<file path="config.mk">
export PLATFORM = sky130hd
export DESIGN_NAME = i2s_rx_flat
export DESIGN_NICKNAME = d
export VERILOG_FILES = /design/src/rtl/i2s_rx_if.sv /design/src/rtl/i2s_rx.sv /design/src/flat_wrapper.sv
export SDC_FILE = /design/constraint.sdc
export NUM_CORES = 1
export LEC_CHECK = 0
export BUFFER_PORTS_ARGS = -buffer_cell sky130_fd_sc_hd__buf_2
export CORE_MARGIN = 2
export CORE_UTILIZATION = 30
export DETAILED_ROUTE_END_ITERATION = 10
export SETUP_SLACK_MARGIN = 0.4
export SLEW_MARGIN = 15
export SYNTH_ARGS = -nofsm -noshare
export SYNTH_HDL_FRONTEND = slang
export SYNTH_SLANG_ARGS = --single-unit
</file>
<file path="constraint.sdc">
create_clock -name i_clk -period 6.5 [get_ports i_clk]
set_input_delay 0.325 -clock i_clk [delete_from_list [all_inputs] [get_ports i_clk]]
set_output_delay 0.325 -clock i_clk [all_outputs]
set_load 0.01 [all_outputs]
</file>
<file path="src/rtl/i2s_rx_if.sv">
// rtl/i2s_rx_if.sv - I2S serial bus bundle: bit clock, word select and serial data
interface i2s_interface;
   logic tclk;
   logic ws;
   logic td;

   modport Slave  (input  tclk, input  ws, input  td);
   modport Master (output tclk, output ws, output td);
endinterface

</file>
<file path="src/rtl/i2s_rx.sv">
// rtl/i2s_rx.sv - I2S receiver: synchronizes the bus, deserializes L/R words, holds one valid/ready pair
// Defining I2S_RX_OVF_CNT_EN adds o_ovf_cnt, an 8-bit saturating count of dropped pairs.
module i2s_rx #(
   parameter int DATA_W = 32
) (
   input  logic              i_clk,
   input  logic              i_rst,
   input  logic              i_enable,
   i2s_interface.Slave       i2s_slave,
   output logic [DATA_W-1:0] o_data_left,
   output logic [DATA_W-1:0] o_data_right,
   output logic              o_valid,
   input  logic              i_ready,
   output logic              o_overflow,
   input  logic              i_ovf_clr,
`ifdef I2S_RX_OVF_CNT_EN
   output logic [7:0]        o_ovf_cnt,
`endif
   output logic              o_sync
);
   typedef enum logic [1:0] {IDLE, SYNC, LEFT, RIGHT} state_t;

   localparam logic [5:0] CNT_MAX   = 6'd63;
   localparam logic [5:0] WORD_BITS = 6'(DATA_W);

   logic [1:0]        r_tclk_s;
   logic [1:0]        r_ws_s;
   logic [1:0]        r_td_s;
   logic              r_tclk_d;
   logic              r_ws_prev;
   state_t            r_state;
   logic [5:0]        r_cnt;
   logic [DATA_W-1:0] r_shift;
   logic [DATA_W-1:0] r_left;
   logic              r_sync;
   logic              r_pair_done;
   logic [DATA_W-1:0] r_pair_left;
   logic [DATA_W-1:0] r_pair_right;
   logic              r_valid;
   logic [DATA_W-1:0] r_data_left;
   logic [DATA_W-1:0] r_data_right;
   logic              r_ovf;

   logic              w_edge;
   logic              w_ws;
   logic              w_td;
   logic              w_ws_chg;
   logic [5:0]        w_cnt_next;
   logic [5:0]        w_shamt;
   logic [DATA_W-1:0] w_shift_next;
   logic [DATA_W-1:0] w_word;
   logic              w_load;
   logic              w_drop;

   assign w_edge   = r_tclk_s[1] & ~r_tclk_d;
   assign w_ws     = r_ws_s[1];
   assign w_td     = r_td_s[1];
   assign w_ws_chg = w_ws ^ r_ws_prev;

   // Bits past DATA_W are counted but not shifted; a short word is left-justified on close.
   assign w_cnt_next   = (r_cnt == CNT_MAX) ? CNT_MAX : r_cnt + 6'd1;
   assign w_shift_next = (r_cnt < WORD_BITS) ? {r_shift[DATA_W-2:0], w_td} : r_shift;
   assign w_shamt      = (w_cnt_next < WORD_BITS) ? WORD_BITS - w_cnt_next : 6'd0;
   assign w_word       = w_shift_next << w_shamt;

   always_ff @(posedge i_clk) begin
      if (i_rst) begin
         r_tclk_s <= 2'b00;
         r_ws_s   <= 2'b00;
         r_td_s   <= 2'b00;
         r_tclk_d <= 1'b0;
      end else begin
         r_tclk_s <= {r_tclk_s[0], i2s_slave.tclk};
         r_ws_s   <= {r_ws_s[0], i2s_slave.ws};
         r_td_s   <= {r_td_s[0], i2s_slave.td};
         r_tclk_d <= r_tclk_s[1];
      end
   end

   always_ff @(posedge i_clk) begin
      if (i_rst) begin
         r_state      <= IDLE;
         r_cnt        <= 6'd0;
         r_shift      <= '0;
         r_left       <= '0;
         r_ws_prev    <= 1'b0;
         r_sync       <= 1'b0;
         r_pair_done  <= 1'b0;
         r_pair_left  <= '0;
         r_pair_right <= '0;
      end else begin
         r_pair_done <= 1'b0;
         if (w_edge) begin
            r_ws_prev <= w_ws;
         end
         if (!i_enable) begin
            r_state <= IDLE;
            r_sync  <= 1'b0;
            r_cnt   <= 6'd0;
            r_shift <= '0;
            r_left  <= '0;
         end else begin
            case (r_state)
               IDLE: r_state <= SYNC;
               SYNC: begin
                  // The falling-WS edge carries the previous right LSB, so its td is dropped.
                  if (w_edge && !w_ws && r_ws_prev) begin
                     r_state <= LEFT;
                     r_sync  <= 1'b1;
                     r_cnt   <= 6'd0;
                     r_shift <= '0;
                  end
               end
               LEFT, RIGHT: begin
                  if (w_edge) begin
                     if (w_ws_chg) begin
                        r_cnt   <= 6'd0;
                        r_shift <= '0;
                        if (r_state == LEFT) begin
                           r_left  <= w_word;
                           r_state <= RIGHT;
                        end else begin
                           r_pair_done  <= 1'b1;
                           r_pair_left  <= r_left;
                           r_pair_right <= w_word;
                           r_state      <= LEFT;
                        end
                     end else begin
                        r_cnt   <= w_cnt_next;
                        r_shift <= w_shift_next;
                     end
                  end
               end
               default: r_state <= IDLE;
            endcase
         end
      end
   end

   assign w_load = r_pair_done & (~r_valid | i_ready);
   assign w_drop = r_pair_done & r_valid & ~i_ready;

   always_ff @(posedge i_clk) begin
      if (i_rst) begin
         r_valid      <= 1'b0;
         r_data_left  <= '0;
         r_data_right <= '0;
         r_ovf        <= 1'b0;
      end else begin
         if (w_load) begin
            r_valid      <= 1'b1;
            r_data_left  <= r_pair_left;
            r_data_right <= r_pair_right;
         end else if (r_valid && i_ready) begin
            r_valid <= 1'b0;
         end
         if (w_drop) begin
            r_ovf <= 1'b1;
         end else if (i_ovf_clr) begin
            r_ovf <= 1'b0;
         end
      end
   end

`ifdef I2S_RX_OVF_CNT_EN
   logic [7:0] r_ovf_cnt;

   always_ff @(posedge i_clk) begin
      if (i_rst) begin
         r_ovf_cnt <= 8'd0;
      end else if (w_drop) begin
         if (r_ovf_cnt != 8'hFF) begin
            r_ovf_cnt <= r_ovf_cnt + 8'd1;
         end
      end else if (i_ovf_clr) begin
         r_ovf_cnt <= 8'd0;
      end
   end

   assign o_ovf_cnt = r_ovf_cnt;
`endif

   assign o_data_left  = r_data_left;
   assign o_data_right = r_data_right;
   assign o_valid      = r_valid;
   assign o_overflow   = r_ovf;
   assign o_sync       = r_sync;
endmodule

</file>
<file path="src/flat_wrapper.sv">
// flat-port wrapper written by rule: the top's interface ports become plain ports
module i2s_rx_flat 
#(
   parameter int DATA_W = 32
)
  (i_clk, i_rst, i_enable, o_data_left, o_data_right, o_valid, i_ready, o_overflow, i_ovf_clr, o_sync, i2s_slave_tclk, i2s_slave_ws, i2s_slave_td);
  i2s_interface i2s_slave_i ();
  input  logic i_clk;
  input  logic i_rst;
  input  logic i_enable;
  output logic [DATA_W-1:0] o_data_left;
  output logic [DATA_W-1:0] o_data_right;
  output logic o_valid;
  input  logic i_ready;
  output logic o_overflow;
  input  logic i_ovf_clr;
  output logic o_sync;
  input wire logic [$bits(i2s_slave_i.tclk)-1:0] i2s_slave_tclk;
  input wire logic [$bits(i2s_slave_i.ws)-1:0] i2s_slave_ws;
  input wire logic [$bits(i2s_slave_i.td)-1:0] i2s_slave_td;
  assign i2s_slave_i.tclk = i2s_slave_tclk;
  assign i2s_slave_i.ws = i2s_slave_ws;
  assign i2s_slave_i.td = i2s_slave_td;
  i2s_rx #(.DATA_W(DATA_W)) u_core (.i_clk(i_clk), .i_rst(i_rst), .i_enable(i_enable), .i2s_slave(i2s_slave_i), .o_data_left(o_data_left), .o_data_right(o_data_right), .o_valid(o_valid), .i_ready(i_ready), .o_overflow(o_overflow), .i_ovf_clr(i_ovf_clr), .o_sync(o_sync));
endmodule
</file>
==> After elaboration in Yosys (flattened, before gate mapping) <==
Cells that the tools add are included.
W data, S select, Z words.
{ "word_totals": {"ff_bits": 212, "word_cells": 80, "out_inout_bits": 67, "in_bits": 8} }
{ "op_classes": {"magnitude_cmp": 2, "n_shift": 1, "muxes": 21, "eq_ne": 7, "reduce_logical": 16, "n_addsub": 2, "n_bitwise": 14} }
{ "op_table": {"columns": ["op", "n"], "rows": [
  ["$mux W32", 4],
  ["$pmux W32 S2", 1],
  ["$shl A32 B6 Y32", 1],
  ["$mux W6", 5],
  ["$lt A6 B6 Y1 const B", 2],
  ["$pmux W6 S2", 1],
  ["$not A1 Y1", 8],
  ["$add A6 B1 Y6 const B", 1],
  ["$eq A6 B6 Y1 const B", 1],
  ["$mux W1", 6],
  ["$mux W2", 3],
  ["$ne A2 B1 Y1 const B", 3],
  ["$pmux W2 S3", 1],
  ["$reduce_and A3 Y1", 2],
  ["$reduce_bool A2 Y1", 3],
  ["$sub A6 B6 Y6 const A", 1],
  ["$reduce_and A5 Y1", 1],
  ["$reduce_or A5 Y1", 1],
  ["$and A1 B1 Y1", 4],
  ["$eq A2 B2 Y1 const B", 2],
  ["$reduce_and A4 Y1", 1],
  ["$reduce_or A2 Y1", 2],
  ["$logic_and A1 B1 Y1", 3],
  ["$eq A2 B1 Y1 const B", 1],
  ["5 further kinds", 5]
]} }

==> Longest topological paths before layout <==
{ "logic_depth": {"word_depth": 6, "mapped_depth": 17, "ltp_nobuf": 12} }

==> Worst setup path after synthesis <==
OpenSTA, ideal clock, no wires.
{ "synth_path": {"kind": "reg2reg", "from": "register u_core.r_cnt[0]", "to": "register u_core.r_left[18]", "path_buffers": 3, "path_stages_with_launch": 16, "required_ns": 6.380, "arrival_ns": 3.044, "setup_slack_ns": 3.336, "period_less_slack_ns": 3.164, "setup_ns": 0.120, "cell_sequence": "dfxtp_1 > ha_1 > buf_6 > buf_4 > inv_1 > nor2_1 > a21oi_1 > ha_1 > xor3_2 > a211oi_4 > buf_6 > nor3_1 > a221oi_2 > a21oi_1 > a31o_1 > o31a_1"} }
{ "synth_via": {"elab_chain_cells": 5, "word_cells_on_any_way": 9, "cone_classes": "add/sub (2); order compare (2); eq/ne (1); shift (1); mux (3)"} }
{ "synth_lines": {"columns": ["item", "line_no", "rtl"], "rows": [
  ["start, declared", "i2s_rx.sv:32", "logic [5:0] r_cnt;"],
  ["start signal, assigned", "i2s_rx.sv:129", "r_cnt <= w_cnt_next;"],
  ["$add A6 B1 Y6 or $eq A6 B6 Y1 (tied branches)", "i2s_rx.sv:61", "assign w_cnt_next = (r_cnt == CNT_MAX) ? CNT_MAX : r_cnt + 6'd1;"],
  ["$mux W6", "i2s_rx.sv:61", null],
  ["$sub A6 B6 Y6 or $lt A6 B6 Y1 (tied branches)", "i2s_rx.sv:63", "assign w_shamt = (w_cnt_next < WORD_BITS) ? WORD_BITS - w_cnt_next : 6'd0;"],
  ["$mux W6", "i2s_rx.sv:63", null],
  ["$shl A32 B6 Y32 (*)", "i2s_rx.sv:64", "assign w_word = w_shift_next << w_shamt;"],
  ["end signal, assigned", "i2s_rx.sv:120", "r_left <= w_word;"],
  ["end, declared", "i2s_rx.sv:34", "logic [DATA_W-1:0] r_left;"]
]} }
Mark *: on every way between the ends. The rest lies on a longest branch, timed or not.
A chain may end at the register's enable or synchronous reset.

==> Final worst setup path <==
{ "layout_path": {"from": "register u_core.r_cnt[1]", "to": "register u_core.r_pair_right[27]"} }
{ "layout_via": {"elab_chain_cells": 5, "word_cells_on_any_way": 9, "cone_classes": "add/sub (2); order compare (2); eq/ne (1); shift (1); mux (3)"} }
{ "layout_lines": {"columns": ["item", "line_no", "rtl"], "rows": [
  ["$add A6 B1 Y6 or $eq A6 B6 Y1 (tied branches)", "i2s_rx.sv:61", null],
  ["$mux W6", "i2s_rx.sv:61", null],
  ["$sub A6 B6 Y6 or $lt A6 B6 Y1 (tied branches)", "i2s_rx.sv:63", null],
  ["$mux W6", "i2s_rx.sv:63", null],
  ["$shl A32 B6 Y32 (*)", "i2s_rx.sv:64", null],
  ["end signal, assigned", "i2s_rx.sv:125", "r_pair_right <= w_word;"],
  ["end, declared", "i2s_rx.sv:38", "logic [DATA_W-1:0] r_pair_right;"]
]} }
Marks and branches as above.

==> impl_metrics.csv <==
group,metric,value,unit
sta,rsz0062_at_grt,"no",
route,viasPerCell,5.35,
setup_path,required,6870,ps
global_routing,grt_pass1_vias,9006,
clock_tree,postCtsHoldBufs,0,
setup_path,cp_max_fo,17,
logic_synthesis,ys_seq_area_share,41.3,%
clock_tree,htree_levels,1,
min_path,hold_path_class,"primary input to flip-flop",
setup_path,crit_family,"compound AO/OA/AOI/OAI gates",
sta,max_slew.worst_pin.slew,1110,ps
setup_path,cpPeakStageDelay,620,ps
global_routing,antenna_found_initial,0,
route,routedLengthMet1,14600,um
placed_design,place.gp.congestion,0.919,
clock_tree,post-cts-setup-buffers,0,
die,die_area,0.0357,mm2
route,drt_first_pass_iters,7,
logic_synthesis,synth_area_leaders,"dfxtp_1 (41%), nand2_1 (9.6%), a21oi_1 (7.7%), mux2i_1 (3.8%), nor2_1 (3.3%)",
route,routedWlPerCell,18.0,um
global_routing,grt_pass1_wl,51100,um
sta,fmax,210,MHz
cells_and_area,n_antenna_cell,0,
setup_path,crit_arrival,5120,ps
cells_and_area,drive_gt1_share,13.6,%
clock_tree,cts_buffers,24,
die,initial_utilization,30.6,%
logic_synthesis,ys_types,78,
logic_synthesis,synth.avg_cell_area,7.86,um2
pwr,power_density,232,mW/mm2
clock_tree,cts-root-buf,"clkbuf_16",
setup_path,cp-end-kind,"flip-flop",
route,route.detailed.drc,0,
logic_synthesis,yosys.area.top_type,"dfxtp_1",
cells_and_area,layout_commonest_cell,"nand2_1",
cells_and_area,final_area,0.0117,mm2
die,rows,67,
clock_tree,cts_resized,0,
logic_synthesis,syn_area,0.0103,mm2
die,die_y,189,um
sta,finalSetupTns,0,ps
placed_design,dpl-instance-area,0.0109,mm2
global_routing,overflow,0,
route,drt_iter0_markers,798,
sta,finalHoldViolCount,0,
logic_synthesis,synth_edf_count,0,
setup_path,start_kind,"flip-flop",
clock_tree,clk-insertion-delay-late,520,ps
route,top_layer,"met4",
cells_and_area,final_cell_mix,"nand2_1 (264), dfxtp_1 (211), a21oi_1 (158)",
sta,skew,9.48,ps
run,maxCapViolCount,0,
logic_synthesis,ys.flop_type,"dfxtp_1",
sta,maxSlewHeadroom,26.2,%
pwr,leakagePower,0.00393,uW
clock_tree,clockBufferDepth,3,
setup_path,cp_cell_sequence,"ha_1 > inv_1 > nor2_1 > a21oi_1 > ha_1 > xor3_2 > a211oi_4 > nor2_1 > buf_4 > a2111oi_0 > nor4_1 > nor4_1 > a211oi_1",
pwr,ir_drop,0.203,mV
setup_path,critPathKind,"flip-flop to flip-flop",
sta,finalMaxSlewViolations,0,
setup_path,cp_num_buf_inv,2,
status,status,"complete, no violations",
route,wl_met2,14300,um
placed_design,port_buffers,74,
sta,finalSetupViolations,0,
die,fp.dieW,189,um
logic_synthesis,synth_top_cell_area_share,41.3,%
clock_tree,clk_pin_slew,60,ps
logic_synthesis,synth_warnings,0,
setup_path,worst_path_max_delay_cell,"a211oi_4",
route,final_antenna_net_count,0,
logic_synthesis,ys_ff_latch,212,
logic_synthesis,synth_fp_nets,1316,
die,core-area,0.0336,mm2
sta,min_period,4760,ps
clock_tree,cts_tree,"yes",
cells_and_area,syn_to_final_growth,13.5,%
logic_synthesis,async_reset_ff_share,0,%
logic_synthesis,syn_inst,1306,
placed_design,hpwlAfterDp,22400,um
die,io-pin-count,75,
global_routing,grt_usage,17.6,%
route,dr_total_vias,9474,
route,wl,31900,um
global_routing,grt_max_degree,92,
cells_and_area,fin_nets,1317,
route,wl_met3,1670,um
sta,fin_crit_sh,73.2,%
clock_tree,clock_sinks,212,
## metal layers
layer  up-vias  GRT usage (%)
met3        57           2.74
met4         0           7.09
met2       268           28.0
met1      4483           23.8
li1       4666              -
met5         -              0
## cell usage after synthesis, types with 6 or more instances
master     instances
inv_1              8
a311oi_1          14
clkbuf_1          76
a2111oi_0          7
or3_1              8
nor2b_1           18
a31oi_1           19
o21ai_0           52
buf_2             27
and3_1             7
buf_4              7
nand3b_1           9
nor4_1             7
a21oi_1          158
a211oi_1          15
dfxtp_1          212
nand2b_1          10
nor3_1            43
nand2_1          264
a22oi_1           39
nand3_1           33
nand4_1            6
mux2i_1           39
mux2_2            19
nor2_1            90
o211ai_1          18
## power by group
group | internal, uW | leakage, uW | switching [uW]
Sequential | 1300 | 0.00171 | 2.04
Combinational | 6.73 | 0.00183 | 24.9
Clock | 822 | 0.000392 | 553
Total | 2130 | 0.00393 | 580
## final cells by class
type	count	area (um2)
multi-input cells	967	5500
fillers	3530	22000
inverters	9	33.8
well taps	448	561
clock buffers	28	636
repair buffers	93	515
flip-flops and latches	212	4250
clock inverters	14	170
## cell families after synthesis
group           Yosys count  share of synthesized area [%]
compound gates          387                           24.0
xor+xnor                  3                          0.414
fa+ha+maj                 2                          0.244
buf+inv                 127                           5.52
flops                   212                           41.3
mux                      59                           6.02
simple gates            516                           22.5
## flip-flops by register name (all words and copies together), names as in the netlist
name and flops:
u_core.o_data_left 32, u_core.o_data_right 32, u_core.o_overflow 1, u_core.o_sync 1, u_core.o_valid 1, u_core.r_cnt 6
u_core.r_left 32, u_core.r_pair_done 1, u_core.r_pair_left 32, u_core.r_pair_right 32, u_core.r_shift 32, u_core.r_state 2
u_core.r_tclk_d 1, u_core.r_tclk_s 2, u_core.r_td_s 2, u_core.r_ws_prev 1, u_core.r_ws_s 2
## through the flow
step,worst slack (ps),hold WS [ps],power (uW),util (%),std cells
after floorplan,3340,414,1350,-,1306
after global placement,2030,420,1360,32.3,1729
after detailed placement,1760,423,1360,32.3,1729
after CTS,1730,3.66,2740,34.7,1771
after global routing,1250,7.06,2800,34.7,1771
final,1740,7.83,2710,34.7,1771
## final timing paths
kind                                startpoint                              endpoint  slack [ps]  cells past startpoint
setup / recovery  u_core.r_cnt[1]$_SDFFE_PP0P_  u_core.r_pair_right[27]$_SDFFE_PP0P_        1740                     13
hold / removal                  i2s_slave_tclk         u_core.r_tclk_s[0]$_SDFF_PP0_           8                      2
setup reg to reg  u_core.r_cnt[1]$_SDFFE_PP0P_  u_core.r_pair_right[27]$_SDFFE_PP0P_        1740                     13
hold reg to reg    u_core.r_ws_s[0]$_SDFF_PP0_           u_core.r_ws_s[1]$_SDFF_PP0_         440                      1
No activity file was read; power rests on OpenSTA's default activity.
